[src/rtl/lsu_bus_ctrl_pkg.sv]
// rtl/lsu_bus_ctrl_pkg.sv - shared states, funct3 codes and access helpers for the LSU
//
// Contents:
//   lsu_state_e      controller states (IDLE/REQ/DONE)
//   F3_*             funct3 access-size codes
//   lsu_access_legal size/alignment/direction legality of an access
//   lsu_byte_en      store byte enables for a size and byte offset
//   lsu_store_data   lane-replicated store data for a size
package lsu_bus_ctrl_pkg;

  typedef enum logic [1:0] {
    S_IDLE = 2'd0,
    S_REQ  = 2'd1,
    S_DONE = 2'd2
  } lsu_state_e;

  localparam logic [2:0] F3_B  = 3'b000;
  localparam logic [2:0] F3_H  = 3'b001;
  localparam logic [2:0] F3_W  = 3'b010;
  localparam logic [2:0] F3_BU = 3'b100;
  localparam logic [2:0] F3_HU = 3'b101;

  // Size comes from f3[1:0]; stores have no unsigned variants and loads
  // have no 110 (LWU is RV64-only), so both are rejected here.
  function automatic logic lsu_access_legal(input logic [2:0] f3,
                                            input logic [1:0] addr_lo,
                                            input logic       is_store);
    logic ok;
    ok = 1'b0;
    case (f3[1:0])
      2'b00:   ok = 1'b1;
      2'b01:   ok = ~addr_lo[0];
      2'b10:   ok = (addr_lo == 2'b00);
      default: ok = 1'b0;
    endcase
    if (is_store && f3[2]) ok = 1'b0;
    if (!is_store && (f3 == 3'b110)) ok = 1'b0;
    return ok;
  endfunction

  function automatic logic [3:0] lsu_byte_en(input logic [2:0] f3,
                                             input logic [1:0] addr_lo);
    logic [3:0] be;
    case (f3[1:0])
      2'b00:   be = 4'b0001 << addr_lo;
      2'b01:   be = 4'b0011 << addr_lo;
      default: be = 4'b1111;
    endcase
    return be;
  endfunction

  // Replicating across lanes lets the RAM pick up the data purely from bus_be.
  function automatic logic [31:0] lsu_store_data(input logic [2:0]  f3,
                                                 input logic [31:0] wdata);
    logic [31:0] d;
    case (f3[1:0])
      2'b00:   d = {4{wdata[7:0]}};
      2'b01:   d = {2{wdata[15:0]}};
      default: d = wdata;
    endcase
    return d;
  endfunction

endpackage

[src/rtl/lsu_load_fmt.sv]
// rtl/lsu_load_fmt.sv - load lane select with sign/zero extension
//
// Ports:
//   word     in  32  raw word read from the bus
//   addr_lo  in  2   byte offset within the word
//   f3       in  3   funct3 (LB/LH/LW/LBU/LHU)
//   data     out 32  formatted load value
module lsu_load_fmt
  import lsu_bus_ctrl_pkg::*;
(
  input  logic [31:0] word,
  input  logic [1:0]  addr_lo,
  input  logic [2:0]  f3,
  output logic [31:0] data
);

  logic [7:0]  lane_b;
  logic [15:0] lane_h;

  always_comb begin
    lane_b = word[7:0];
    case (addr_lo)
      2'd0: lane_b = word[7:0];
      2'd1: lane_b = word[15:8];
      2'd2: lane_b = word[23:16];
      2'd3: lane_b = word[31:24];
      default: lane_b = word[7:0];
    endcase
    // Halves are 2-byte aligned, so only addr_lo[1] picks the lane.
    lane_h = addr_lo[1] ? word[31:16] : word[15:0];

    data = word;
    case (f3)
      F3_B:    data = {{24{lane_b[7]}}, lane_b};
      F3_BU:   data = {24'd0, lane_b};
      F3_H:    data = {{16{lane_h[15]}}, lane_h};
      F3_HU:   data = {16'd0, lane_h};
      default: data = word;
    endcase
  end

endmodule

[src/rtl/lsu_bus_ctrl.sv]
// rtl/lsu_bus_ctrl.sv - load/store unit driving a word-addressed req/ack RAM bus
//
// Ports:
//   clk, rst_n              clock, async active-low reset
//   mem_rd, mem_wr          load / store request from the datapath (store wins)
//   f3, addr, wdata         access size/sign, byte address, store data
//   rdata                   formatted load data to the datapath
//   stall                   hold PC and register write while access in flight
//   misalign                one-cycle pulse for misaligned/illegal access
//   bus_err                 one-cycle pulse on bus timeout
//   bus_req, bus_we         bus request and direction
//   bus_addr, bus_be        word address and byte enables
//   bus_wdata               lane-replicated store data
//   bus_rdata, bus_ack      read word and completion strobe
module lsu_bus_ctrl
  import lsu_bus_ctrl_pkg::*;
#(
  parameter int ADDR_W  = 14,
  parameter int TIMEOUT = 16
) (
  input  logic              clk,
  input  logic              rst_n,
  input  logic              mem_rd,
  input  logic              mem_wr,
  input  logic [2:0]        f3,
  input  logic [31:0]       addr,
  input  logic [31:0]       wdata,
  output logic [31:0]       rdata,
  output logic              stall,
  output logic              misalign,
  output logic              bus_err,
  output logic              bus_req,
  output logic              bus_we,
  output logic [ADDR_W-1:0] bus_addr,
  output logic [3:0]        bus_be,
  output logic [31:0]       bus_wdata,
  input  logic [31:0]       bus_rdata,
  input  logic              bus_ack
);

  localparam int AW    = ADDR_W + 2;
  localparam int CNT_W = $clog2(TIMEOUT + 1);
  localparam logic [CNT_W-1:0] CNT_LAST = CNT_W'(TIMEOUT - 1);

  lsu_state_e       state_q, state_d;
  logic [AW-1:0]    addr_q, addr_d;
  logic [2:0]       f3_q, f3_d;
  logic [31:0]      wdata_q, wdata_d;
  logic             we_q, we_d;
  logic [CNT_W-1:0] cnt_q, cnt_d;
  logic [31:0]      rdata_q, rdata_d;

  logic [31:0]      load_data;
  logic             req_valid;
  logic             req_legal;
  logic             unused_addr_hi;

  // Byte-address bits above the bus window do not reach the RAM.
  assign unused_addr_hi = ^addr[31:AW];

  // Gated by rst_n so the combinational IDLE outputs are also quiet in reset.
  assign req_valid = rst_n & (mem_rd | mem_wr);
  assign req_legal = lsu_access_legal(f3, addr[1:0], mem_wr);

  lsu_load_fmt u_load_fmt (
    .word    (bus_rdata),
    .addr_lo (addr_q[1:0]),
    .f3      (f3_q),
    .data    (load_data)
  );

  always_comb begin
    state_d   = state_q;
    addr_d    = addr_q;
    f3_d      = f3_q;
    wdata_d   = wdata_q;
    we_d      = we_q;
    cnt_d     = cnt_q;
    rdata_d   = rdata_q;
    stall     = 1'b0;
    misalign  = 1'b0;
    bus_err   = 1'b0;
    bus_req   = 1'b0;
    bus_we    = 1'b0;
    bus_addr  = '0;
    bus_be    = 4'b0000;
    bus_wdata = 32'd0;

    case (state_q)
      S_IDLE: begin
        if (req_valid) begin
          if (req_legal) begin
            addr_d  = addr[AW-1:0];
            f3_d    = f3;
            wdata_d = lsu_store_data(f3, wdata);
            we_d    = mem_wr;
            cnt_d   = '0;
            stall   = 1'b1;
            state_d = S_REQ;
          end else begin
            misalign = 1'b1;
            rdata_d  = 32'd0;
          end
        end
      end

      S_REQ: begin
        stall     = 1'b1;
        bus_req   = 1'b1;
        bus_we    = we_q;
        bus_addr  = addr_q[AW-1:2];
        bus_be    = we_q ? lsu_byte_en(f3_q, addr_q[1:0]) : 4'b0000;
        bus_wdata = we_q ? wdata_q : 32'd0;
        // An ack in the final timeout cycle still completes the access.
        if (bus_ack) begin
          if (!we_q) rdata_d = load_data;
          state_d = S_DONE;
        end else if (cnt_q == CNT_LAST) begin
          bus_err = 1'b1;
          rdata_d = 32'd0;
          state_d = S_DONE;
        end else begin
          cnt_d = cnt_q + 1'b1;
        end
      end

      S_DONE: begin
        // Datapath commits on this edge; any request still asserted is the
        // instruction just finished, so it is not restarted.
        state_d = S_IDLE;
      end

      default: state_d = S_IDLE;
    endcase
  end

  // The register is cleared on a misalign edge; masking here makes the pulse
  // cycle itself read as zero too.
  assign rdata = misalign ? 32'd0 : rdata_q;

  always_ff @(posedge clk or negedge rst_n) begin
    if (!rst_n) begin
      state_q <= S_IDLE;
      addr_q  <= '0;
      f3_q    <= 3'd0;
      wdata_q <= 32'd0;
      we_q    <= 1'b0;
      cnt_q   <= '0;
      rdata_q <= 32'd0;
    end else begin
      state_q <= state_d;
      addr_q  <= addr_d;
      f3_q    <= f3_d;
      wdata_q <= wdata_d;
      we_q    <= we_d;
      cnt_q   <= cnt_d;
      rdata_q <= rdata_d;
    end
  end

endmodule

[config.mk]
export PLATFORM = sky130hd
export DESIGN_NAME = lsu_bus_ctrl
export DESIGN_NICKNAME = d
export VERILOG_FILES = /design/src/rtl/lsu_bus_ctrl_pkg.sv /design/src/rtl/lsu_load_fmt.sv /design/src/rtl/lsu_bus_ctrl.sv
export SDC_FILE = /design/constraint.sdc
export NUM_CORES = 1
export LEC_CHECK = 0
export ABC_AREA = 1
export BUFFER_PORTS_ARGS = -buffer_cell sky130_fd_sc_hd__buf_2
export CAP_MARGIN = 0
export CORE_ASPECT_RATIO = 1.75
export CORE_MARGIN = 8
export CORE_UTILIZATION = 45
export DETAILED_ROUTE_END_ITERATION = 10
export MAX_ROUTING_LAYER = met4
export PLACE_DENSITY = 0.75
export SKIP_LAST_GASP = 1
export SYNTH_ARGS = -nofsm -noshare
export SYNTH_HDL_FRONTEND = slang
export SYNTH_SLANG_ARGS = --single-unit
[constraint.sdc]
create_clock -name clk -period 1.6 [get_ports clk]
set_input_delay 0 -clock clk [delete_from_list [all_inputs] [get_ports clk]]
set_output_delay 0 -clock clk [all_outputs]
set_load 0.02 [all_outputs]
==> Word level (Yosys, flattened, before mapping) <==
Index checks and enable logic that the tools add are counted.
{ "op_classes": {"add_sub_neg": 1, "n_mul": 0, "n_div": 0, "n_lt_le_gt_ge": 0, "eq_ne": 19, "n_shift": 2, "mux": 41, "bitwise_logic": 3, "reduce_logical": 14} }
{ "op_table": {"columns": ["op", "n"], "rows": [
  ["32-bit 2-to-1 mux", 8],
  ["32-bit case mux with 2 select lines", 2],
  ["32-bit case mux with 4 select lines", 1],
  ["8-bit case mux with 4 select lines", 1],
  ["5-bit 2-to-1 mux", 4],
  ["16-bit 2-to-1 mux", 1],
  ["14-bit 2-to-1 mux", 1],
  ["1-bit 2-to-1 mux", 12],
  ["2-bit zero test", 5],
  ["2-bit != test (second input constant)", 5],
  ["5-bit case mux with 2 select lines", 1],
  ["5-bit AND reduction", 2],
  ["3-bit equality test (second input constant)", 3],
  ["2-bit by 1-bit equality test with 1-bit output (second input constant)", 4],
  ["2-bit 2-to-1 mux", 4],
  ["4-bit 2-to-1 mux", 2],
  ["4-bit case mux with 2 select lines", 1],
  ["2-bit equality test (second input constant)", 3],
  ["3-bit != test (second input constant)", 2],
  ["3-bit AND reduction", 2],
  ["5-bit by 1-bit adder with 5-bit output (second input constant)", 1],
  ["5-bit by 4-bit equality test with 1-bit output (second input constant)", 1],
  ["2-bit case mux with 2 select lines", 1],
  ["1-bit by 2-bit left shift with 4-bit output (first input constant)", 1],
  ["other kinds (11)", 12]
]} }
{ "word_totals": {"ff_bits": 91, "latch_bits": 0, "ram_bits": 0, "romBits": 0, "in_bits": 104, "out_inout_bits": 87, "word_cells": 87, "mem_count": 0} }

==> Longest topological paths before layout <==
Gate-level depths: netlist (run 1).
{ "depth": {"ltp_word": 8, "mapped_depth": 13, "mapped_depth_nobuf": 12} }

==> Hierarchy <==
From an unflattened synthesis (run 1), not the netlist that was laid out.
{ "hier_totals": {"cells_unflattened": 883, "area_unflattened_um2": 5843.1} }
{ "modules_own_cells": {"columns": ["module", "n_inst", "cells_per_inst", "area_per_inst_um2", "seq_area_each_um2"], "rows": [
  ["lsu_bus_ctrl", 1, 713, 4919.7, 2277.2],
  ["lsu_load_fmt", 1, 170, 923.4, 0.0]
]} }

==> Worst setup path before layout (run 1) <==
No wires, ideal clock.
{ "synth_path": {"path_kind": "register to register", "startpoint": "register cnt_q[0]", "endpoint": "register rdata_q[18]", "t_arrival_ps": 1682, "required_ps": 1483, "slack_ps": -199, "stages_incl_launch_ff": 14, "path_buffers": 1, "period_less_slack_ps": 1799, "cell_sequence": "dfrtp_1 > ha_1 > nand2_1 > nor2_1 > ha_1 > inv_1 > nand2_1 > nor2_1 > a21oi_2 > nand3_4 > nor2_8 > buf_6 > nand3_1 > nand2_1"} }
{ "synth_between": {"elab_chain_cells": 3} }
{ "synth_lines": {"columns": ["item", "line_no", "source"], "rows": [
  ["start, declared", "lsu_bus_ctrl.sv:50", "logic [CNT_W-1:0] cnt_q, cnt_d;"],
  ["start signal, assigned", "lsu_bus_ctrl.sv:156", "cnt_q <= cnt_d;"],
  ["5-bit by 4-bit equality test with 1-bit output", "lsu_bus_ctrl.sv:118", "end else if (cnt_q == CNT_LAST) begin"],
  ["3-bit != test (no line)", null, null],
  ["5-bit AND reduction (no line)", null, null],
  ["end signal, assigned", "lsu_bus_ctrl.sv:157", "rdata_q <= rdata_d;"],
  ["end, declared", "lsu_bus_ctrl.sv:51", "logic [31:0] rdata_q, rdata_d;"]
]} }
No other way between the ends.
A chain may end at the register's enable or synchronous reset.

==> Worst setup path after layout (run 1) <==
{ "layout_path": {"startpoint": "register cnt_q[1]", "endpoint": "register rdata_q[16]"} }
The elaborated chain is that of the path after synthesis.

==> flow_summary.json, run 1 <==
{
  "fin_util_pct": 65.0,
  "dp_hpwl_um": 12200,
  "vias_per_cell": 5.12,
  "fp.dieH_um": 159,
  "dr.pass1.iters": 6,
  "hold_violations": 0,
  "wl_met3_um": 1190,
  "synth_nets": 836,
  "ys_seq_elements": 91,
  "nets": 1082,
  "critPathMaxStageDelay_ns": 0.36,
  "stdcell_count": 1119,
  "synth_fa_ha_area_share_pct": 0.474,
  "top_layer": "met4",
  "drive_gt1_share_pct": 30.1,
  "wl_um": 18000,
  "netlist_area_um2": 5280,
  "fin_hold_ws_ns": 0.00715,
  "synthXorXnorAreaFrac_pct": 0.166,
  "synth_commonest_cells": "nand2_1, dfrtp_1, inv_1",
  "rows": 52,
  "die_x_um": 97.8,
  "grt_start_max_net_pins": 92,
  "synth_edf_count": 0,
  "wire_per_inst_um": 16.1,
  "vias": 5729,
  "period_needed_ns": 1.83,
  "yosysWarnings": 0,
  "antenna_found_initial": 3,
  "grt_pass1_wl_um": 29400,
  "htree_num_levels": 3,
  "worstMarginPinSlew_ns": 0.622,
  "finalInstanceArea_um2": 7480,
  "clock-sinks": 91,
  "synth.mux.area_fraction_pct": 0,
  "clockBufferDepth": 2,
  "crit_path_cell_trace": "ha_2, nand2_2, nor2_2, ha_2, inv_2, nand2_2, nor2_4, a21oi_2, nand3_4, nor2_8, buf_12, nand3_1, nand2_1",
  "clk_latency_ns": 0.34,
  "synth_top_family_by_area": "simple AND/OR/NAND/NOR gates",
  "synthToLayoutAreaGrowth_pct": 41.8,
  "synth-simple-area-share_pct": 31.5,
  "netlist_top_cells_area": "dfrtp_1, nand2_1, inv_1",
  "grt_pass1_vias": 6094,
  "numCtsBuffers": 9,
  "max_freq_mhz": 546,
  "vdd_drop_max_v": 0.000691,
  "synth_top_flop_cell": "dfrtp_1",
  "power_density_nw_per_um2": 1130,
  "max_cap_viol_count": 0,
  "antenna_left": 0,
  "met1Wirelength_um": 6440,
  "core_um2": 11500,
  "cpLargestDelayFamily": "simple AND/OR/NAND/NOR gates",
  "cpMaxStageDelayCell": "dfrtp_1",
  "rsz0062_at_grt": "yes",
  "p_leak_nw": 4.22,
  "finalWorstSetupSlack_ns": -0.230,
  "fin_crit_sh_pct": 114,
  "setup_violations": 112,
  "grt_use_total_pct": 24.0,
  "ys_seq_area_share_pct": 43.2,
  "crit_buf_inv": 2,
  "grt_overflow": 0,
  "synth_cells": 730,
  "cp_max_fo": 15,
  "start_util_pct": 45.8,
  "cts_tree": "done",
  "drc_errors": 0,
  "yosysMostFrequentCell": "nand2_1",
  "wl_met2_um": 9500,
  "worstPathArrival_ns": 2.11,
  "synth_largest_area_cell": "dfrtp_1",
  "synth_top_area_share_pct": 43.2,
  "place_inst": 1028,
  "worstPathRequired_ns": 1.88,
  "fin_skew_ns": 0.00784,
  "pin_count": 191,
  "relSlewSlack_pct": 58.5,
  "avgSynthCellArea_um2": 7.23,
  "endpoint_kind": "flip-flop",
  "synth-compound-area-share_pct": 13.4,
  "cts_root_buf": "clkbuf_16",
  "drv_slew": 0,
  "async_flop_share_pct": 100,
  "cts.clk_slew.worst_paths_ns": 0.07,
  "start_kind": "flip-flop",
  "placed_cell_area_um2": 6370,
  "outcome": "finished with violations",
  "drt_iter0_markers": 270,
  "dieArea_um2": 15600,
  "worstHoldPathType": "input pin to flip-flop",
  "place_congestion": 0.940,
  "portBuffers": 174,
  "path_class": "flip-flop to flip-flop",
  "violations": "setup timing",
  "synth.distinct_cells": 29,
  "reg2reg_setup_slack_ns": -0.23
}
## placed cells by master, fill, tap and decap left out, types with 4 or more instances in the layout
cell	synthesis	routed
nand2_1	244	239
buf_2	15	171
dfrtp_1	91	91
inv_1	86	83
nor2_1	83	81
dlygate4sd3_1	0	68
o21ai_0	41	40
buf_4	0	30
nand3_1	25	25
a21oi_1	22	21
o21ai_1	20	21
o21ai_2	15	15
or2_2	15	15
nand3_2	10	10
clkbuf_16	0	10
nand2_2	2	7
a221oi_1	8	7
buf_12	0	6
o22ai_1	5	5
inv_2	2	4
a31oi_1	5	4
## state kept, by name, summed over array words and instances (netlist names)
register,count
rdata_q,32
wdata_q,32
addr_q,16
cnt_q,5
f3_q,3
state_q,2
we_q,1
## worst paths after layout
check,cells past startpoint,from,to
worst min register to register,2,rdata_q[16],rdata_q[16]
worst max-delay path,13,cnt_q[1],rdata_q[16]
worst max register to register,13,cnt_q[1],rdata_q[16]
worst min-delay path,5,bus_rdata[10],rdata_q[10]
max in group asynchronous,3,rst_n,rdata_q[2]
min in group asynchronous,3,rst_n,addr_q[2]
## power breakdown
part	total, mW	switching, mW	internal [mW]
Combinational	3.16	1.94	1.23
Sequential	3.15	0.311	2.84
Clock	2.17	0.921	1.25
## worst register-to-register path, stage by stage, from the launching register on
cell	delay (ns)
dfrtp_1	0.36
ha_2	0.20
nand2_2	0.07
nor2_2	0.08
ha_2	0.17
inv_2	0.04
nand2_2	0.07
nor2_4	0.04
a21oi_2	0.14
nand3_4	0.12
nor2_8	0.16
buf_12	0.16
nand3_1	0.09
nand2_1	0.07
## per-stage QoR
step | power, mW | worst slack (ns) | TNS [ns]
6_report | 8.49 | -0.230 | -12.75
5_1_grt | 9.05 | -0.397 | -30.49
4_1_cts | 8.49 | -0.218 | -13.86
3_5_place_dp | 6.11 | -0.198 | -5.46
3_3_place_gp | 6.04 | -0.126 | -3.04
2_1_floorplan | 5.18 | -0.118 | -2.94
## cell families (layout without fill, tap and decap cells)
kind of cell | after synthesis | after routing
flops | 91 | 91
xor+xnor | 1 | 1
compound gates | 119 | 119
other cells | 0 | 3
simple gates | 386 | 386
fa+ha+maj | 2 | 2
buf+inv | 131 | 382
## routing by layer
| metal | global-route usage, % | vias to the layer above |
|---|---|---|
| li1 | - | 2780 |
| met1 | 23.8 | 2617 |
| met2 | 41.9 | 274 |
| met3 | 4.60 | 58 |
| met4 | 15.5 | 0 |
| met5 | - | - |
## cell type report
type	instances	area, um2
Antenna cell	3	7.51
Clock inverter	6	65.1
Fill cell	1007	4040
Clock buffer	10	239
Inverter	89	344
Multi-Input combinational cell	508	2460
Timing Repair Buffer	277	1920
Tap cell	135	169
Sequential cell	91	2280
## what timing repair did
item	4_1_cts	5_1_grt
setup buffers	4	1
cloned	0	1
hold endpoints to repair	153	0
pin swaps	1	2
endpoints found under the setup margin	120	121
hold buffers	68	0
resized for setup	13	10
(Power assumes the default switching activity.)
==> run 2, diff against run 1 <==
- CORE_UTILIZATION: 45 -> 50
- PLACE_DENSITY: 0.75 -> 0.79
- clock period: 1.6 -> 2.1 ns (I/O delays scaled with it)
==> flow_summary.json, run 2 (same netlist as run 1, synthesis figures left out) <==
{
  "period_needed_ns": 1.98,
  "setup_violations": 0,
  "layout_common_cells": "nand2_1, buf_2, dfrtp_1",
  "vias_per_cell": 5.21,
  "core_um2": 10300,
  "nets": 1058,
  "grt_overflow": 0,
  "wl_um": 17300,
  "antenna_left": 0,
  "cts_tree": "done",
  "fin_util_pct": 69.0,
  "die_x_um": 93.6,
  "grt_pass1_wl_um": 27800,
  "relSlewSlack_pct": 47.5,
  "rows": 49,
  "place_congestion": 0.934,
  "grt_use_total_pct": 25.0,
  "wire_per_inst_um": 16.0,
  "fin_skew_ns": 0.00787,
  "start_util_pct": 51.2,
  "dieArea_um2": 14200,
  "hold_violations": 0,
  "regArea_um2": 2280,
  "endpoint_kind": "flip-flop",
  "antenna_found_initial": 1,
  "cts_root_buf": "clkbuf_16",
  "drt_iter0_markers": 298,
  "max_cap_viol_count": 0,
  "worstPathArrival_ns": 2.21,
  "power_mw": 6.15,
  "worstMarginPinSlew_ns": 0.788,
  "nFillCells": 861,
  "grt_start_max_net_pins": 60,
  "fin_crit_sh_pct": 94.3,
  "drive_gt1_share_pct": 27.3,
  "cp_max_fo": 25,
  "worstHoldPathType": "input pin to flip-flop",
  "htree_num_levels": 3,
  "dp_hpwl_um": 12200,
  "rsz0062_at_grt": "no",
  "drv_slew": 0,
  "vias": 5651,
  "clock-sinks": 91,
  "worstPathRequired_ns": 2.33,
  "outcome": "completed",
  "start_kind": "input pin",
  "cts.clk_slew.worst_paths_ns": 0.07,
  "vdd_drop_max_v": 0.000695,
  "portBuffers": 174,
  "dr.pass1.iters": 5,
  "final_common_cell": "nand2_1",
  "numCtsBuffers": 9,
  "pin_count": 191,
  "multi_input_area_um2": 2400,
  "power_density_nw_per_um2": 866,
  "reg.largest.list": "rdata_q: 32 flops, wdata_q: 32 flops, addr_q: 16 flops",
  "path_class": "input pin to flip-flop",
  "clockBufferDepth": 2,
  "grt_pass1_vias": 5720,
  "finalSetupTns_ns": 0,
  "drc_errors": 0,
  "fp.dieH_um": 152,
  "max_freq_mhz": 505,
  "synthToLayoutAreaGrowth_pct": 34.7,
  "clk_latency_ns": 0.33,
  "p_leak_nw": 4.07
}
==> run 2: stage by stage <==
stage	cells	worst slack [ns]	hold slack, ns	instance area [um2]
detailed placement	1006	0.111	0.212	6210
CTS	1083	0.0946	0.000884	7090
global route	1085	0.00341	0.0129	7100
floorplan	730	0.301	-0.296	5280
global placement	1006	0.168	0.206	6210
finish	1085	0.119	0.0144	7100
==> run 2: timing repair <==
| action | 4_1_cts | 5_1_grt |
|---|---|---|
| buffers inserted | 0 | 1 |
| hold endpoints to repair | 112 | 0 |
| resized for setup | 0 | 1 |
| setup endpoints to repair | 0 | 29 |
| hold buffers | 61 | 0 |
==> run 2: layout make-up <==
class | instances | share of cell area [%]
antenna | 1 | 0.0352
inverter | 89 | 4.74
tap | 127 | 2.24
clock buffer | 10 | 3.22
clock inverter | 6 | 0.581
multi-input combinational | 508 | 33.8
sequential | 91 | 32.1
timing repair buffer | 253 | 23.4
==> run 2: per-layer routing <==
layer	GRT usage (%)	wire length, um	part of all wire [%]
met1	26.8	6390	37
met2	41.5	8710	50
met3	5.43	1360	7.8
met4	13.5	873	5.0
met5	-	0	0
==> run 2: where the power goes <==
group / total [mW] / leakage [nW] / internal [mW] / switching [mW]
combinational: 2.27 / 2.75 / 0.811 / 1.45
sequential: 2.40 / 1.19 / 2.16 / 0.236
clock: 1.49 / 0.137 / 0.805 / 0.682
total: 6.15 / 4.07 / 3.78 / 2.37
==> run 2: critical path, stage by stage <==
cell and delay (ns):
dlygate4sd3_1 0.53, buf_2 0.15, buf_4 0.28, nor2_1 0.08, buf_4 0.18, a221oi_1 0.29, dlygate4sd3_1 0.63, o21ai_2 0.05
==> run 2: path summary, 6_finish.rpt <==
path	from	endpoint	slack (ns)	depth (start not counted)
max	f3[1]	wdata_q[29]	0.12	8
min	f3[0]	f3_q[0]	0.01	3
max reg2reg	cnt_q[0]	rdata_q[16]	0.21	12
min reg2reg	rdata_q[3]	rdata_q[3]	0.48	2
max in group asynchronous	rst_n	wdata_q[14]	0.73	4
min in group asynchronous	rst_n	addr_q[12]	0.42	3
==> run 3, diff against run 2 <==
- SETUP_SLACK_MARGIN: unset -> 0.5
- TNS_END_PERCENT: unset -> 10
==> flow_summary.json, run 3 (same netlist as run 1, synthesis figures left out) <==
{
  "outcome": "completed",
  "max_cap_viol_count": 0,
  "start_kind": "flip-flop",
  "cpMaxStageDelayCell": "dfrtp_1",
  "crit_buf_inv": 2,
  "cp.depth": 13,
  "crit_path_cell_trace": "ha_2, nand2_2, nor2_2, ha_2, inv_2, nand2_2, nor2_4, a21oi_2, nand3_4, nor2_8, buf_6, nand3_2, nand2_1",
  "finalWorstSetupSlack_ns": 0.169,
  "rows": 49,
  "grt_overflow": 0,
  "vias_per_cell": 5.20,
  "antenna_found_initial": 0,
  "worstMarginPinSlew_ns": 0.749,
  "regArea_um2": 2280,
  "numCtsBuffers": 9,
  "dieArea_um2": 14200,
  "reg.largest.list": "rdata_q: 32 flops, wdata_q: 32 flops, addr_q: 16 flops",
  "relSlewSlack_pct": 50.1,
  "drc_errors": 0,
  "worstPathRequired_ns": 2.37,
  "cts_root_buf": "clkbuf_16",
  "p_leak_nw": 4.11,
  "clk_latency_ns": 0.34,
  "fin_hold_ws_ns": 0.0125,
  "multi_input_area_um2": 2430,
  "antenna_left": 0,
  "rsz0062_at_grt": "yes",
  "period_needed_ns": 1.93,
  "fp.dieH_um": 152,
  "grt_use_total_pct": 25.3,
  "max_freq_mhz": 518,
  "fin_skew_ns": 0.00506,
  "wl_um": 17800,
  "endpoint_kind": "flip-flop",
  "final_common_cell": "nand2_1",
  "power_mw": 6.38,
  "finalSetupTns_ns": 0,
  "start_util_pct": 51.2,
  "portBuffers": 174,
  "dp_hpwl_um": 11900,
  "clock-sinks": 91,
  "drt_iter0_markers": 400,
  "nets": 1069,
  "cp_max_fo": 8,
  "cts.clk_slew.worst_paths_ns": 0.06,
  "layout_common_cells": "nand2_1, buf_2, dfrtp_1",
  "post-place-ws_ns": 0.157,
  "power_density_nw_per_um2": 884,
  "worstPathArrival_ns": 2.21,
  "n_antenna_cell": 0,
  "r2r_cells": 13,
  "setup.worst_path.start": "cnt_q[0]",
  "grt_pass1_wl_um": 27900,
  "die_x_um": 93.6,
  "htree_num_levels": 3,
  "path_class": "flip-flop to flip-flop",
  "worstHoldPathType": "input pin to flip-flop",
  "hold_violations": 0,
  "vias": 5685,
  "wire_per_inst_um": 16.3,
  "reg2reg_from": "cnt_q[0]",
  "core_um2": 10300,
  "grt_start_max_net_pins": 57,
  "synthToLayoutAreaGrowth_pct": 36.8,
  "cts_tree": "done",
  "fin_crit_sh_pct": 92.0,
  "drive_gt1_share_pct": 28.9,
  "regToRegEndpoint": "rdata_q[9]",
  "critPathMaxStageDelay_ns": 0.37,
  "clockBufferDepth": 2,
  "place_congestion": 0.972,
  "setup_violations": 0,
  "grt_pass1_vias": 5623,
  "critPathCapture": "rdata_q[9]",
  "drv_slew": 0,
  "nFillCells": 841,
  "fin_util_pct": 70.1,
  "dr.pass1.iters": 5,
  "vdd_drop_max_v": 0.000684,
  "pin_count": 191,
  "reg2reg_setup_slack_ns": 0.17,
  "cpLargestDelayFamily": "simple AND/OR/NAND/NOR gates"
}
## run 3: cell types whose count changed in the layout (fill, tap and decap cells not counted), moves of 3 or more
cell,change
nand2_1,-3
clkinv_2,-3
nor2_1,-3
nand2_2,+3
buf_4,+9
## run 3: through the flow
step | area, um2 | std cells
3_3_place_gp | 6200 | 1006
2_1_floorplan | 5290 | 730
3_5_place_dp | 6200 | 1006
4_1_cts | 7150 | 1086
6_report | 7220 | 1093
5_1_grt | 7220 | 1093
## run 3: cell type report
class	instances	share of cell area, %
multi-input cells	508	33.7
flip-flops and latches	91	31.6
repair buffers	264	23.9
inverters	89	4.66
clock buffers	12	3.42
well taps	127	2.20
clock inverters	2	0.520
## run 3: how the worst min path moves through the flow
stage | from | end | slack [ns] | cells past startpoint
after floorplan | rst_n | addr_q[0] | -0.30 | 0
after global placement | addr[7] | addr_q[7] | 0.20 | 3
after detailed placement | addr[13] | addr_q[13] | 0.21 | 3
after CTS | bus_rdata[22] | rdata_q[22] | 0.003 | 4
after global routing | bus_rdata[11] | rdata_q[11] | 0.02 | 5
final | bus_rdata[11] | rdata_q[11] | 0.01 | 5
## run 3: power breakdown
part	switching, mW	total, mW	internal [mW]
Sequential	0.237	2.40	2.16
Clock	0.655	1.60	0.943
Combinational	1.51	2.38	0.868
## run 3: what timing repair did
item / in CTS / in global routing
gates resized for setup: 4 / 7
hold buffers: 62 / 0
setup endpoints to repair: 145 / 149
pin swaps: 3 / 4
buffers inserted: 4 / 6
gates cloned: 0 / 1
hold endpoints to repair: 111 / 0
## run 3: routing by layer
layer	up-vias	track usage, %	routed length [um]
met5	-	-	0
met4	0	12.2	704
met3	58	5.38	1500
met2	309	42.6	9160
met1	2583	27.1	6460
li1	2735	-	-
## run 3: worst reg2reg max path: cells and delay by family (launching register included)
kind | cells | cell delay (ns)
flip-flops | 1 | 0.37
adder cells (fa/ha/maj) | 2 | 0.38
AO/OA/AOI/OAI | 1 | 0.15
buffers and inverters | 2 | 0.21
AND/OR/NAND/NOR | 8 | 0.75
